### src/rtl/adder_seq_ctrl.sv
// Wide add/subtract built from one shared 4-bit ripple adder, one nibble per clock,
// least-significant nibble first, with a registered carry between steps.
`timescale 1ns/1ps

module adder4B (
  input  logic [3:0] a_i,
  input  logic [3:0] b_i,
  input  logic       ci_i,
  output logic [3:0] s_o,
  output logic       co_o
);

  always_comb begin : ripple
    logic [4:0] c;
    c    = '0;
    s_o  = '0;
    c[0] = ci_i;
    for (int unsigned i = 0; i < 4; i++) begin
      s_o[i]  = a_i[i] ^ b_i[i] ^ c[i];
      c[i+1]  = (a_i[i] & b_i[i]) | (c[i] & (a_i[i] ^ b_i[i]));
    end
    co_o = c[4];
  end

endmodule

module adder_seq_ctrl #(
  parameter int unsigned NIBBLES = 4
) (
  input  logic                   clk,
  input  logic                   rst_n,
  input  logic                   start,
  input  logic                   sub,
  input  logic [4*NIBBLES-1:0]   a,
  input  logic [4*NIBBLES-1:0]   b,
  input  logic                   cin,
  output logic                   busy,
  output logic                   done,
  output logic [4*NIBBLES-1:0]   result,
  output logic                   cout,
  output logic                   overflow
);

  localparam int unsigned WIDTH = 4 * NIBBLES;
  localparam int unsigned IDXW  = (NIBBLES > 1) ? $clog2(NIBBLES) : 1;
  localparam logic [IDXW-1:0] LAST_IDX = IDXW'(NIBBLES - 1);

  localparam logic [1:0] S_IDLE = 2'd0;
  localparam logic [1:0] S_RUN  = 2'd1;
  localparam logic [1:0] S_DONE = 2'd2;

  logic [1:0]       state_q, state_d;
  logic [IDXW-1:0]  idx_q, idx_d;
  logic             carry_q, carry_d;
  logic [WIDTH-1:0] a_q, a_d;
  logic [WIDTH-1:0] b_q, b_d;
  logic [WIDTH-1:0] result_q, result_d;
  logic             cout_q, cout_d;
  logic             ovf_q, ovf_d;

  logic [3:0] nib_a, nib_b, nib_s;
  logic       nib_co;

  always_comb begin
    nib_a = '0;
    nib_b = '0;
    for (int unsigned k = 0; k < NIBBLES; k++) begin
      if (idx_q == IDXW'(k)) begin
        nib_a = a_q[4*k +: 4];
        nib_b = b_q[4*k +: 4];
      end
    end
  end

  adder4B u_adder4B (
    .a_i  (nib_a),
    .b_i  (nib_b),
    .ci_i (carry_q),
    .s_o  (nib_s),
    .co_o (nib_co)
  );

  // b_q holds the effective operand (already inverted for subtract), so the
  // RUN path is a plain add and the overflow sign test uses b_q directly.
  always_comb begin
    state_d  = state_q;
    idx_d    = idx_q;
    carry_d  = carry_q;
    a_d      = a_q;
    b_d      = b_q;
    result_d = result_q;
    cout_d   = cout_q;
    ovf_d    = ovf_q;
    case (state_q)
      S_IDLE: begin
        if (start) begin
          a_d      = a;
          b_d      = sub ? ~b : b;
          carry_d  = cin ^ sub;
          result_d = '0;
          cout_d   = 1'b0;
          ovf_d    = 1'b0;
          idx_d    = '0;
          state_d  = S_RUN;
        end
      end
      S_RUN: begin
        for (int unsigned k = 0; k < NIBBLES; k++) begin
          if (idx_q == IDXW'(k)) begin
            result_d[4*k +: 4] = nib_s;
          end
        end
        carry_d = nib_co;
        idx_d   = idx_q + 1'b1;
        if (idx_q == LAST_IDX) begin
          cout_d  = nib_co;
          ovf_d   = (a_q[WIDTH-1] == b_q[WIDTH-1]) && (nib_s[3] != a_q[WIDTH-1]);
          idx_d   = '0;
          state_d = S_DONE;
        end
      end
      S_DONE: begin
        state_d = S_IDLE;
      end
      default: begin
        state_d = S_IDLE;
      end
    endcase
  end

  always_ff @(posedge clk or negedge rst_n) begin
    if (!rst_n) begin
      state_q  <= S_IDLE;
      idx_q    <= '0;
      carry_q  <= 1'b0;
      a_q      <= '0;
      b_q      <= '0;
      result_q <= '0;
      cout_q   <= 1'b0;
      ovf_q    <= 1'b0;
    end else begin
      state_q  <= state_d;
      idx_q    <= idx_d;
      carry_q  <= carry_d;
      a_q      <= a_d;
      b_q      <= b_d;
      result_q <= result_d;
      cout_q   <= cout_d;
      ovf_q    <= ovf_d;
    end
  end

  assign busy     = (state_q != S_IDLE);
  assign done     = (state_q == S_DONE);
  assign result   = result_q;
  assign cout     = cout_q;
  assign overflow = ovf_q;

endmodule
### config.mk
export PLATFORM = sky130hd
export DESIGN_NAME = adder_seq_ctrl
export DESIGN_NICKNAME = d
export VERILOG_FILES = /design/src/rtl/adder_seq_ctrl.sv
export SDC_FILE = /design/constraint.sdc
export NUM_CORES = 1
export LEC_CHECK = 0
export CAP_MARGIN = 20
export CORE_UTILIZATION = 40
export CTS_CLUSTER_SIZE = 12
export DETAILED_ROUTE_END_ITERATION = 10
export GPL_ROUTABILITY_DRIVEN = 1
export PLACE_DENSITY = 0.72
export SLEW_MARGIN = 10
export SYNTH_ARGS = -nofsm -noshare
export SYNTH_HDL_FRONTEND = slang
export SYNTH_HIERARCHICAL = 1
export SYNTH_SLANG_ARGS = --single-unit
### constraint.sdc
create_clock -name clk -period 3.5 [get_ports clk]
set_clock_uncertainty 0.1 [all_clocks]
set_input_delay 0.7 -clock clk [delete_from_list [all_inputs] [get_ports clk]]
set_output_delay 0.7 -clock clk [all_outputs]
set_load 0.05 [all_outputs]
==> results_dict.tcl <==
set metrics [dict create \
    hold_ws_ns 0.297 \
    finalHoldViolCount 0 \
    required_ns 3.59 \
    run_status "finished with violations" \
    numPortBuffers 56 \
    worstMarginPinSlew_ns 0.882 \
    max_freq_mhz 296 \
    synth.cell_area_um2 2700 \
    drt_pass1_iterations 7 \
    netlist_instances 240 \
    grt_max_degree 57 \
    ctsHoldBuffers 0 \
    drt_iter0_drc 81 \
    leakage_nw 1.49 \
    synth-seq-cells 55 \
    place_congestion 0.841 \
    hold_path_class "in2async" \
    setup-violations-final 0 \
    crit_path_max_incr_delay_ns 0.42 \
    die-width_um 84.2 \
    dieArea_um2 7090 \
    ir_drop_mv 0.560 \
    ys_seq_area_share_pct 50.9 \
    p_int_mw 2.10 \
    cts_inserted_buffers 5 \
    power.density_nw_per_um2 1070 \
    arrival_ns 3.47 \
    critPathKind "reg2reg" \
    antenna_found_initial 0 \
    dpl.hpwl_um 4110 \
    area_growth_pct 30.4 \
    finalCritPeriodShare_pct 96.6 \
    p_sw_mw 1.67 \
    p_seq_share_pct 30.4 \
    core_um2 6420 \
    htreeDepth 2 \
    final_cell_area_um2 3530 \
    drive_above_1_share_pct 19.2 \
    clkSinkCount 55 \
    netlist-cell-type-count 29 \
    worst_setup_path_start_kind "register" \
    syn-num-nets 285 \
    insertion_delay_ns 0.30 \
    routedWlPerCell_um 14.8 \
    grt_pass1_vias 1973 \
    clock-root-buffer "clkbuf_8" \
    route.vias.total 1976 \
    ant_nets 0 \
    drc 2 \
    swShare_pct 44.3 \
    violations "design-rule violations" \
    clockBufferDepth 2 \
    slowest_stage "dfrtp_1" \
    crit_top_cell "inv_2" \
    pwr-share-comb_pct 61.2 \
    nets 348 \
    grt_pass1_wl_um 9390 \
    p_clk_share_pct 8.5 \
    wl_um 5600 \
    io_pins 57 \
    cts_tree "yes" \
    critPathMaxFanout 4 \
    initial_core_util_pct 42.1 \
    diodes 0 \
    endpoint_kind "register" \
    grt_usage_pct 16.8 \
    cp_cell_sequence "inv_2 > ha_4 > and2b_2 > a221oi_2 > o31ai_2 > fa_2 > inv_2 > fa_2 > inv_1 > fa_2 > inv_2 > fa_1 > inv_2 > and3b_1 > a21oi_2 > o21ai_1" \
    syn_avg_cell_area_um2 11.3 \
    rows 29 \
    viasPerCell 5.21 \
    maxCapViolations 0 \
    relSlewSlack_pct 41.0 \
    fin_crit_ns 3.38 \
    grt-ovfl-total 0 \
    clk_pin_slew_ns 0.09 \
    synth.yosys.warnings 6 \
    die_h_um 84.2 \
    postPlaceCellArea_um2 3370 \
    slew_violations 0 \
]
-- through the flow --
stage / power [mW] / setup TNS, ns / std cells / worst slack [ns] / util, %
2_1_floorplan: 2.58 / 0 / 240 / 0.101 / -
3_3_place_gp: 3.25 / 0 / 370 / 0.0690 / 52.5
3_5_place_dp: 3.33 / -0.123 / 370 / -0.110 / 52.5
4_1_cts: 3.70 / 0 / 376 / 0.0121 / 54.2
5_1_grt: 4.07 / -0.00264 / 379 / -0.00264 / 54.9
6_report: 3.78 / 0 / 379 / 0.119 / 54.9
-- cell usage after synthesis --
| cell | n | area (um2) |
|---|---|---|
| inv_1 | 15 | 56.3 |
| nor3_1 | 1 | 5.00 |
| buf_4 | 3 | 22.5 |
| a22o_1 | 23 | 201 |
| buf_2 | 9 | 45.0 |
| o21bai_1 | 1 | 7.51 |
| buf_6 | 1 | 11.3 |
| nor2_1 | 20 | 75.1 |
| a21o_1 | 1 | 7.51 |
| dfrtp_1 | 55 | 1380 |
| a21oi_1 | 18 | 90.1 |
| clkbuf_1 | 1 | 3.75 |
| xnor2_1 | 16 | 140 |
| mux2_2 | 16 | 180 |
| a211oi_2 | 1 | 12.5 |
| nand3b_1 | 2 | 15.0 |
| or2_2 | 1 | 6.26 |
| ha_1 | 4 | 50.1 |
| nand2_1 | 11 | 41.3 |
| a221oi_1 | 7 | 61.3 |
| xor2_1 | 1 | 8.76 |
| nor2b_1 | 10 | 62.6 |
| nor3b_2 | 1 | 12.5 |
| and2b_1 | 1 | 7.51 |
| and3b_1 | 4 | 35.0 |
| fa_1 | 4 | 80.1 |
| o21ai_0 | 3 | 15.0 |
| o31ai_1 | 9 | 67.6 |
| nand2b_1 | 1 | 6.26 |
-- cells by family after synthesis --
logic type / synth area share (%)
buf+inv: 5.14
fa+ha+maj: 4.81
compound gates: 17.1
mux: 6.66
xor+xnor: 5.51
simple gates: 9.86
flops: 50.9
-- layout by cell type (no fill, tap or decap), types with 2 or more instances in the layout --
cell and count:
nor2b_1 10, inv_2 5, o21ai_0 2, and3b_1 4
nand3b_1 2, o31ai_1 7, clkdlybuf4s50_1 55, fa_2 3
nand2_1 11, o31ai_2 2, a221oi_2 2, clkbuf_8 5
a22o_1 23, buf_4 13, dfrtp_1 54, nor2_1 20
inv_1 10, a221oi_1 5, a21oi_1 17, xnor2_1 16
mux2_2 16, ha_2 2
-- routing by layer --
layer / wire, um / up-vias / track usage (%)
met1: 2640 / 954 / 23.2
li1: - / 966 / -
met2: 2680 / 50 / 27.1
met4: 62 / 0 / 4.86
met5: 0 / - / 0
met3: 222 / 6 / 3.24
-- repair_timing --
action                                  4_1_cts  5_1_grt
pin swaps                                     1        6
cloned                                        0        0
buffers inserted                              0        3
gates resized for setup                       7       13
endpoints found under the setup margin        2        5
endpoints found under the hold margin         0        0
-- critical path, delay by kind of cell, from the launching register on --
family | cells | cell delay (ns)
adder cells (fa/ha/maj) | 5 | 1.43
AO/OA/AOI/OAI | 4 | 0.55
AND/OR/NAND/NOR | 2 | 0.43
flip-flops | 1 | 0.42
buffers and inverters | 5 | 0.35
-- flip-flops by register name (all words and copies together), names as in the netlist --
| signal | flops |
|---|---|
| a_q | 16 |
| b_q | 16 |
| carry_q | 1 |
| cout | 1 |
| idx_q | 2 |
| overflow | 1 |
| result | 16 |
| state_q | 2 |
-- power by group through the flow --
stage               registers [mW]  logic (mW)  clock network, mW
CTS                           1.14        2.22              0.335
floorplan                     1.28        1.30                  0
global route                  1.18        2.53              0.358
global placement              1.14        2.11                  0
detailed placement            1.15        2.19                  0
finish                        1.15        2.31              0.320
-- final cells by class --
cell class / instances / area, um2
Clock buffer: 5 / 68.8
Clock inverter: 1 / 7.51
Fill cell: 572 / 2900
Inverter: 15 / 56.3
Multi-Input combinational cell: 156 / 1250
Sequential cell: 55 / 1380
Tap cell: 77 / 96.3
Timing Repair Buffer: 70 / 673
-- path summary, 6_finish.rpt --
check,depth (start not counted),end,start,slack [ns]
min reg2reg,1,result[5],result[5],0.41
min,1,b_q[10],rst_n,0.30
max reg2reg,16,overflow,idx_q[1],0.12
min in group clk,1,result[5],result[5],0.41
max in group asynchronous,2,idx_q[0],rst_n,2.21
max,16,overflow,idx_q[1],0.12
Power figures use the tool's default switching activity.
